File: src/rtl/add_cla_pipe_if.sv
// Handshake and data bundle for add_cla_pipe; oZ exists only with ADD_CLA_PIPE_ZERO_EN.
// The master modport is the upstream/downstream side, the slave modport is the adder.
interface add_cla_pipe_if #(
  parameter int unsigned WIDTH = 24
) ();
  logic             iValid;
  logic             oReady;
  logic [WIDTH-1:0] iA;
  logic [WIDTH-1:0] iB;
  logic             iC;
  logic             iSub;
  logic             oValid;
  logic             iReady;
  logic [WIDTH-1:0] oS;
  logic             oC;
  logic             oOvf;
`ifdef ADD_CLA_PIPE_ZERO_EN
  logic             oZ;

  modport master (
    output iValid, iA, iB, iC, iSub, iReady,
    input  oReady, oValid, oS, oC, oOvf, oZ
  );
  modport slave (
    input  iValid, iA, iB, iC, iSub, iReady,
    output oReady, oValid, oS, oC, oOvf, oZ
  );
`else
  modport master (
    output iValid, iA, iB, iC, iSub, iReady,
    input  oReady, oValid, oS, oC, oOvf
  );
  modport slave (
    input  iValid, iA, iB, iC, iSub, iReady,
    output oReady, oValid, oS, oC, oOvf
  );
`endif
endinterface

File: src/rtl/add_cla_pipe.sv
// Pipelined carry-lookahead adder/subtractor: one BLOCK-bit lookahead group per rank, with
// full-pipeline stall. Define ADD_CLA_PIPE_ZERO_EN to add the registered zero flag oZ.
module add_cla_pipe #(
  parameter int unsigned WIDTH = 24,
  parameter int unsigned BLOCK = 8
) (
  input logic           iClk,
  input logic           iRst_n,
  add_cla_pipe_if.slave bus
);

  localparam int unsigned NBLK = WIDTH / BLOCK;

  logic             en;
  logic [WIDTH-1:0] b_eff;
  logic             cin_eff;
  logic             ovf_q;

  // Subtract is A + ~B + ~borrow; the inversion happens once, before the operands are skewed.
  assign b_eff   = bus.iB ^ {WIDTH{bus.iSub}};
  assign cin_eff = bus.iC ^ bus.iSub;

  for (genvar k = 0; k < NBLK; k++) begin : g_rank
    logic [BLOCK-1:0]       grp_a;
    logic [BLOCK-1:0]       grp_b;
    logic                   grp_cin;
    logic                   vld_in;
    logic [BLOCK-1:0]       gen;
    logic [BLOCK-1:0]       prop;
    logic [BLOCK-1:0]       pre_g;
    logic [BLOCK-1:0]       pre_p;
    logic [BLOCK:0]         c;
    logic [BLOCK-1:0]       sum;
    logic                   vld_q;
    logic                   cout_q;
    logic [(k+1)*BLOCK-1:0] res_d;
    logic [(k+1)*BLOCK-1:0] res_q;

    if (k == 0) begin : g_src
      assign grp_a   = bus.iA[BLOCK-1:0];
      assign grp_b   = b_eff[BLOCK-1:0];
      assign grp_cin = cin_eff;
      assign vld_in  = bus.iValid;
      assign res_d   = sum;
    end else begin : g_src
      assign grp_a   = g_rank[k-1].g_fwd.a_q[BLOCK-1:0];
      assign grp_b   = g_rank[k-1].g_fwd.b_q[BLOCK-1:0];
      assign grp_cin = g_rank[k-1].cout_q;
      assign vld_in  = g_rank[k-1].vld_q;
      assign res_d   = {sum, g_rank[k-1].res_q};
    end

    // Group generate/propagate prefixes do not depend on the carry-in, so the late registered
    // carry only passes through the final AND-OR of each bit.
    always_comb begin
      gen      = grp_a & grp_b;
      prop     = grp_a ^ grp_b;
      pre_g    = '0;
      pre_p    = '0;
      c        = '0;
      pre_g[0] = gen[0];
      pre_p[0] = prop[0];
      c[0]     = grp_cin;
      for (int i = 1; i < BLOCK; i++) begin
        pre_g[i] = gen[i] | (prop[i] & pre_g[i-1]);
        pre_p[i] = prop[i] & pre_p[i-1];
      end
      for (int i = 0; i < BLOCK; i++) begin
        c[i+1] = pre_g[i] | (pre_p[i] & grp_cin);
      end
      sum = prop ^ c[BLOCK-1:0];
    end

    always_ff @(posedge iClk or negedge iRst_n) begin
      if (!iRst_n) begin
        vld_q  <= 1'b0;
        cout_q <= 1'b0;
        res_q  <= '0;
      end else if (en) begin
        vld_q  <= vld_in;
        cout_q <= c[BLOCK];
        res_q  <= res_d;
      end
    end

    // Operand groups not yet consumed travel alongside, skewed one rank per group.
    if (k < NBLK - 1) begin : g_fwd
      localparam int unsigned FwdW = WIDTH - (k + 1) * BLOCK;

      logic [FwdW-1:0] a_d;
      logic [FwdW-1:0] b_d;
      logic [FwdW-1:0] a_q;
      logic [FwdW-1:0] b_q;

      if (k == 0) begin : g_op
        assign a_d = bus.iA[WIDTH-1:BLOCK];
        assign b_d = b_eff[WIDTH-1:BLOCK];
      end else begin : g_op
        assign a_d = g_rank[k-1].g_fwd.a_q[WIDTH-k*BLOCK-1:BLOCK];
        assign b_d = g_rank[k-1].g_fwd.b_q[WIDTH-k*BLOCK-1:BLOCK];
      end

      always_ff @(posedge iClk or negedge iRst_n) begin
        if (!iRst_n) begin
          a_q <= '0;
          b_q <= '0;
        end else if (en) begin
          a_q <= a_d;
          b_q <= b_d;
        end
      end
    end

`ifdef ADD_CLA_PIPE_ZERO_EN
    logic zero_d;
    logic zero_q;

    if (k == 0) begin : g_zero
      assign zero_d = ~|sum;
    end else begin : g_zero
      assign zero_d = g_rank[k-1].zero_q & ~|sum;
    end

    always_ff @(posedge iClk or negedge iRst_n) begin
      if (!iRst_n) begin
        zero_q <= 1'b0;
      end else if (en) begin
        zero_q <= zero_d;
      end
    end
`endif
  end

  // Overflow compares the carries into and out of the sign bit, both local to the top group.
  always_ff @(posedge iClk or negedge iRst_n) begin
    if (!iRst_n) begin
      ovf_q <= 1'b0;
    end else if (en) begin
      ovf_q <= g_rank[NBLK-1].c[BLOCK-1] ^ g_rank[NBLK-1].c[BLOCK];
    end
  end

  assign en         = ~g_rank[NBLK-1].vld_q | bus.iReady;
  assign bus.oReady = en;
  assign bus.oValid = g_rank[NBLK-1].vld_q;
  assign bus.oS     = g_rank[NBLK-1].res_q;
  assign bus.oC     = g_rank[NBLK-1].cout_q;
  assign bus.oOvf   = ovf_q;
`ifdef ADD_CLA_PIPE_ZERO_EN
  assign bus.oZ     = g_rank[NBLK-1].zero_q;
`endif

endmodule
File: src/flat_wrapper.sv
// flat-port wrapper written by rule: the top's interface ports become plain ports
module add_cla_pipe_flat 
#(
  parameter int unsigned WIDTH = 24,
  parameter int unsigned BLOCK = 8
)
  (iClk, iRst_n, bus_iValid, bus_iA, bus_iB, bus_iC, bus_iSub, bus_iReady, bus_oReady, bus_oValid, bus_oS, bus_oC, bus_oOvf);
  add_cla_pipe_if #(.WIDTH(WIDTH)) bus_i ();
  input logic iClk;
  input logic iRst_n;
  input wire logic [$bits(bus_i.iValid)-1:0] bus_iValid;
  input wire logic [$bits(bus_i.iA)-1:0] bus_iA;
  input wire logic [$bits(bus_i.iB)-1:0] bus_iB;
  input wire logic [$bits(bus_i.iC)-1:0] bus_iC;
  input wire logic [$bits(bus_i.iSub)-1:0] bus_iSub;
  input wire logic [$bits(bus_i.iReady)-1:0] bus_iReady;
  output wire logic [$bits(bus_i.oReady)-1:0] bus_oReady;
  output wire logic [$bits(bus_i.oValid)-1:0] bus_oValid;
  output wire logic [$bits(bus_i.oS)-1:0] bus_oS;
  output wire logic [$bits(bus_i.oC)-1:0] bus_oC;
  output wire logic [$bits(bus_i.oOvf)-1:0] bus_oOvf;
  assign bus_i.iValid = bus_iValid;
  assign bus_i.iA = bus_iA;
  assign bus_i.iB = bus_iB;
  assign bus_i.iC = bus_iC;
  assign bus_i.iSub = bus_iSub;
  assign bus_i.iReady = bus_iReady;
  assign bus_oReady = bus_i.oReady;
  assign bus_oValid = bus_i.oValid;
  assign bus_oS = bus_i.oS;
  assign bus_oC = bus_i.oC;
  assign bus_oOvf = bus_i.oOvf;
  add_cla_pipe #(.WIDTH(WIDTH), .BLOCK(BLOCK)) u_core (.iClk(iClk), .iRst_n(iRst_n), .bus(bus_i));
endmodule
File: config.mk
export PLATFORM = sky130hd
export DESIGN_NAME = add_cla_pipe_flat
export DESIGN_NICKNAME = d
export VERILOG_FILES = /design/src/rtl/add_cla_pipe_if.sv /design/src/rtl/add_cla_pipe.sv /design/src/flat_wrapper.sv
export SDC_FILE = /design/constraint.sdc
export NUM_CORES = 1
export LEC_CHECK = 0
export ABC_CLOCK_PERIOD_IN_PS = 2400
export BUFFER_PORTS_ARGS = -buffer_cell sky130_fd_sc_hd__buf_4
export CAP_MARGIN = 20
export CORE_MARGIN = 10
export CORE_UTILIZATION = 38
export CTS_CLUSTER_DIAMETER = 40
export DETAILED_ROUTE_END_ITERATION = 6
export GPL_TIMING_DRIVEN = 0
export PLACE_DENSITY_LB_ADDON = 0.08
export SYNTH_ARGS = -nofsm -noshare
export SYNTH_HDL_FRONTEND = slang
export SYNTH_SLANG_ARGS = --single-unit
File: constraint.sdc
create_clock -name iClk -period 2.4 [get_ports iClk]
set_input_delay 0 -clock iClk [delete_from_list [all_inputs] [get_ports iClk]]
set_output_delay 0 -clock iClk [all_outputs]
set_load 0.1 [all_outputs]
==> summary.txt <==
Synthesis
  – Area contributors post-synth: dfrtp_1, nand2_1, ha_1
  – Area leader, netlist: dfrtp_1
  – Synth Net Count: 603
  – Cell Area, Synth: 4887 um2
  – Syn avg cell area: 9.362 um2
  – EDFF count, synth: 0
  – Most frequent cell after synthesis: nand2_1
  – Synth Flop Type: dfrtp_1
  – Async set-reset flop share out of synthesis: 100.0%
  – Cell variety after synth: 37
  – Top-area cell type share of the netlist area: 52.74%
  – Top cell types by occurrence after synthesis: nand2_1, dfrtp_1, o21ai_0, xnor2_1, ha_1
  – Synth warn: 0
  – Post-Synthesis Cells: 522
  – Sequential area share after synthesis: 52.74%
  – Synth Register Bits: 103

Clock network
  – Cts repair resizes: 0
  – Clock Latency Late Sink: 0.34 ns
  – CTS clock-pin slew for the worst setup and hold paths: 0.07 ns
  – Clk buf depth: 2
  – Clock buffer count from CTS: 9
  – # clock sinks: 103
  – Post-CTS Setup Inserts: 0
  – CTS H-Tree Depth: 3
  – Root Buffer: clkbuf_16
  – CTS tree: done

Detailed routing
  – DR vias/cell: 4.662
  – Final ANT Viol Nets: 0
  – Vias after detailed routing: 3,837
  – Number of DRC markers in iteration 0: 157
  – Drt wl/cell: 14.57 um
  – Routed wire length: 11,990 um
  – Residual DRC: 0
  – DRT Pass-1 Iters: 4

Cells and area
  – Ant diodes: 0
  – Final cell utilization of the core: 50.62%
  – FILL cells: 1,233
  – Syn-to-layout area delta: 30.72%
  – Finished Layout Cells: 823
  – Area occupied by multi-input gates: 2190 um2
  – Nets@finish: 727
  – Ratio of cells with drive above 1 in the final layout: 16.28%
  – Register area: 2577 um2

STA
  – Worst relative slew slack: 42.19%
  – Least-Margin Pin Slew: 0.8671 ns
  – Tmin final: 2.182 ns
  – Max frequency: 458.3 MHz
  – Count of final setup violators: 0
  – Final hold vios: 1
  – Fin Clk Skew: 0.01118 ns
  – Slew Limit Fails: 0
  – Unrepaired setup endpoints after global routing: false
  – Final Cycle Share: 90.92%
  – Final hold slack: -0.007148 ns

Critical path
  – CP Max Fanout: 3
  – Worst Path Required: 2.61 ns
  – Crit. End Element: flip-flop
  – Crit path from: u_core.g_rank[0].g_fwd.b_q[0]$_DFFE_PN0P_
  – Reg2reg path depth: 7
  – Critical path class: flip-flop to flip-flop
  – CP Data Arrival Time: 2.39 ns
  – CP Launch Type: flip-flop
  – Reg2reg setup slack: 0.22 ns
  – Worst path slowest cell: dfrtp_1
  – Critical R2R Launch: u_core.g_rank[0].g_fwd.b_q[0]$_DFFE_PN0P_
  – Most frequent CP cell: a21o_1
  – CP peak stage delay: 0.41 ns
  – Buf+Inv Stages, Crit Path: 0
  – Crit-path cells: ha_1, a21o_1, a21o_1, a311oi_2, a21oi_1, a211oi_1, o31ai_1
  – Top Family by Delay on Critical Path: compound AO/OA/AOI/OAI gates
  – Worst r2r dst: u_core.g_rank[1].res_q[15]$_DFFE_PN0P_

Floorplanning
  – DIE WIDTH: 133.4 um
  – Die area: 17,800 um2
  – Die Y: 133.4 um
  – Core ar.: 12,620 um2
  – Initial Util: 38.73%
  – Core Rows: 41
  – Top Ports: 82

Placed design
  – PortBufs: 80
  – Inst Count DP: 775
  – Hpwl dp: 8809 um
  – Placer Congestion: 0.7526

Global route
  – Vias in the first global route: 4,014
  – First-pass GRT wire length: 19,860 um
  – Initial antenna violation count: 0
  – Largest net degree at the start of global routing: 53
  – Grt total ovfl: 0
  – Total GRT Usage: 13.80%

Power
  – Leak Pwr: 3.134 nW
  – Combinational group share of total power: 49.6%
  – Switching Fraction: 46.96%
  – P per Cell Area: 1368 nW/um2
  – Sequential Power Share: 32.3%
  – Internal power: 0.004637 W
  – Worst vdd ir: 0.5599 mV
  – Clock share of power: 18.1%
  – NetSw: 0.004105 W

Outcome
  – Status: finished with violations
  – Failing checks: hold timing

Min path
  – Min-Delay Endpoint: u_core.g_rank[0].g_fwd.b_q[9]$_DFFE_PN0P_
  – Hold/Removal Path Class: input port to flip-flop
  – Worst Min Path Start: bus_iB[17]
  – Hold Path Cell Cnt: 3

Run
  – # Max-Cap Violations: 0
==> sequential cells by signal (all words and copies together) (netlist names) <==
signal and count:
u_core.bus.oValid 1, u_core.g_rank.g_fwd.a_q 24, u_core.bus.oS 24, u_core.g_rank.cout_q 2
u_core.g_rank.vld_q 2, u_core.g_rank.g_fwd.b_q 24, u_core.g_rank.res_q 24, u_core.bus.oC 1
u_core.bus.oOvf 1
==> repair_timing <==
item                       in CTS  in global routing
setup endpoints to repair       0                  4
hold endpoints to repair       83                  0
hold buffers                   34                  0
==> per-layer routing <==
layer  track usage (%)  share of wire, %
met1             17.13                45
met4             5.320               1.5
met2             22.91                49
met3             2.970               4.4
met5                 0                 0
==> cell usage in the layout, fill, tap and decap left out, drive strengths merged, types with 2 or more instances in the layout <==
cell	instances
nand2	214
nor3	2
clkbuf	32
a21oi	17
dlygate4sd3	34
inv	5
dfrtp	103
nand2b	2
clkinv	2
o21ai	31
a21o	9
xnor2	29
nor2	21
ha	24
fa	3
a211oi	2
xor2	14
buf	83
nor2b	3
nand3	2
o21a	3
bufinv	2
==> metrics by stage <==
stage	total power [W]	setup slack (ns)	cell area [um2]	TNS (ns)
6_report	0.008742	0.2179	6389	0
5_1_grt	0.009315	0.04535	6389	0
4_1_cts	0.008846	0.06457	6396	0
3_5_place_dp	0.007206	-0.2939	5732	-1.109
3_3_place_gp	0.007133	-0.2078	5704	-0.7194
2_1_floorplan	0.006106	0.08248	4888	0
==> cell families (layout without fill, tap and decap cells) <==
logic type | after synthesis | in the layout | share of synthesized area, %
multiplexers | 1 | 1 | 0.2304
adder cells (fa/ha/maj) | 27 | 27 | 7.373
buffers and inverters | 30 | 159 | 2.458
AO/OA/AOI/OAI | 72 | 72 | 9.754
AND/OR/NAND/NOR | 246 | 246 | 19.36
flip-flops | 103 | 103 | 52.74
XOR/XNOR | 43 | 43 | 8.090
==> worst min-delay path: stages <==
cell     delay (ns)
buf_4          0.08
xnor2_1        0.13
o21ai_0        0.08
==> cell type report <==
type | instances | area share (%)
Sequential cell | 103 | 40.34
Multi-Input combinational cell | 389 | 34.27
Timing Repair Buffer | 115 | 15.16
Clock buffer | 11 | 3.799
Tap cell | 172 | 3.369
Buffer | 23 | 1.488
Clock inverter | 5 | 1.273
Inverter | 5 | 0.2938
==> worst max-delay path by stage <==
stage	endpoint	slack [ns]	cells past startpoint
after floorplan	u_core.bus.oS[0]$_DFFE_PN0P_	0.08	6
after global placement	u_core.g_rank[0].res_q[6]$_DFFE_PN0P_	-0.21	10
after detailed placement	u_core.g_rank[0].res_q[7]$_DFFE_PN0P_	-0.29	10
after CTS	u_core.g_rank[0].res_q[7]$_DFFE_PN0P_	0.06	10
after global routing	u_core.bus.oOvf$_DFFE_PN0P_	0.05	7
final	u_core.g_rank[1].res_q[15]$_DFFE_PN0P_	0.22	7
==> power groups by stage <==
stage / clock network (W) / logic [W] / registers, W
after global placement: 0 / 0.00429 / 0.00284
final: 0.00158 / 0.00434 / 0.00282
after CTS: 0.00162 / 0.00439 / 0.00284
after floorplan: 0 / 0.00172 / 0.00438
after global routing: 0.00168 / 0.00471 / 0.00292
after detailed placement: 0 / 0.00434 / 0.00287
Power figures use the tool's default switching activity.
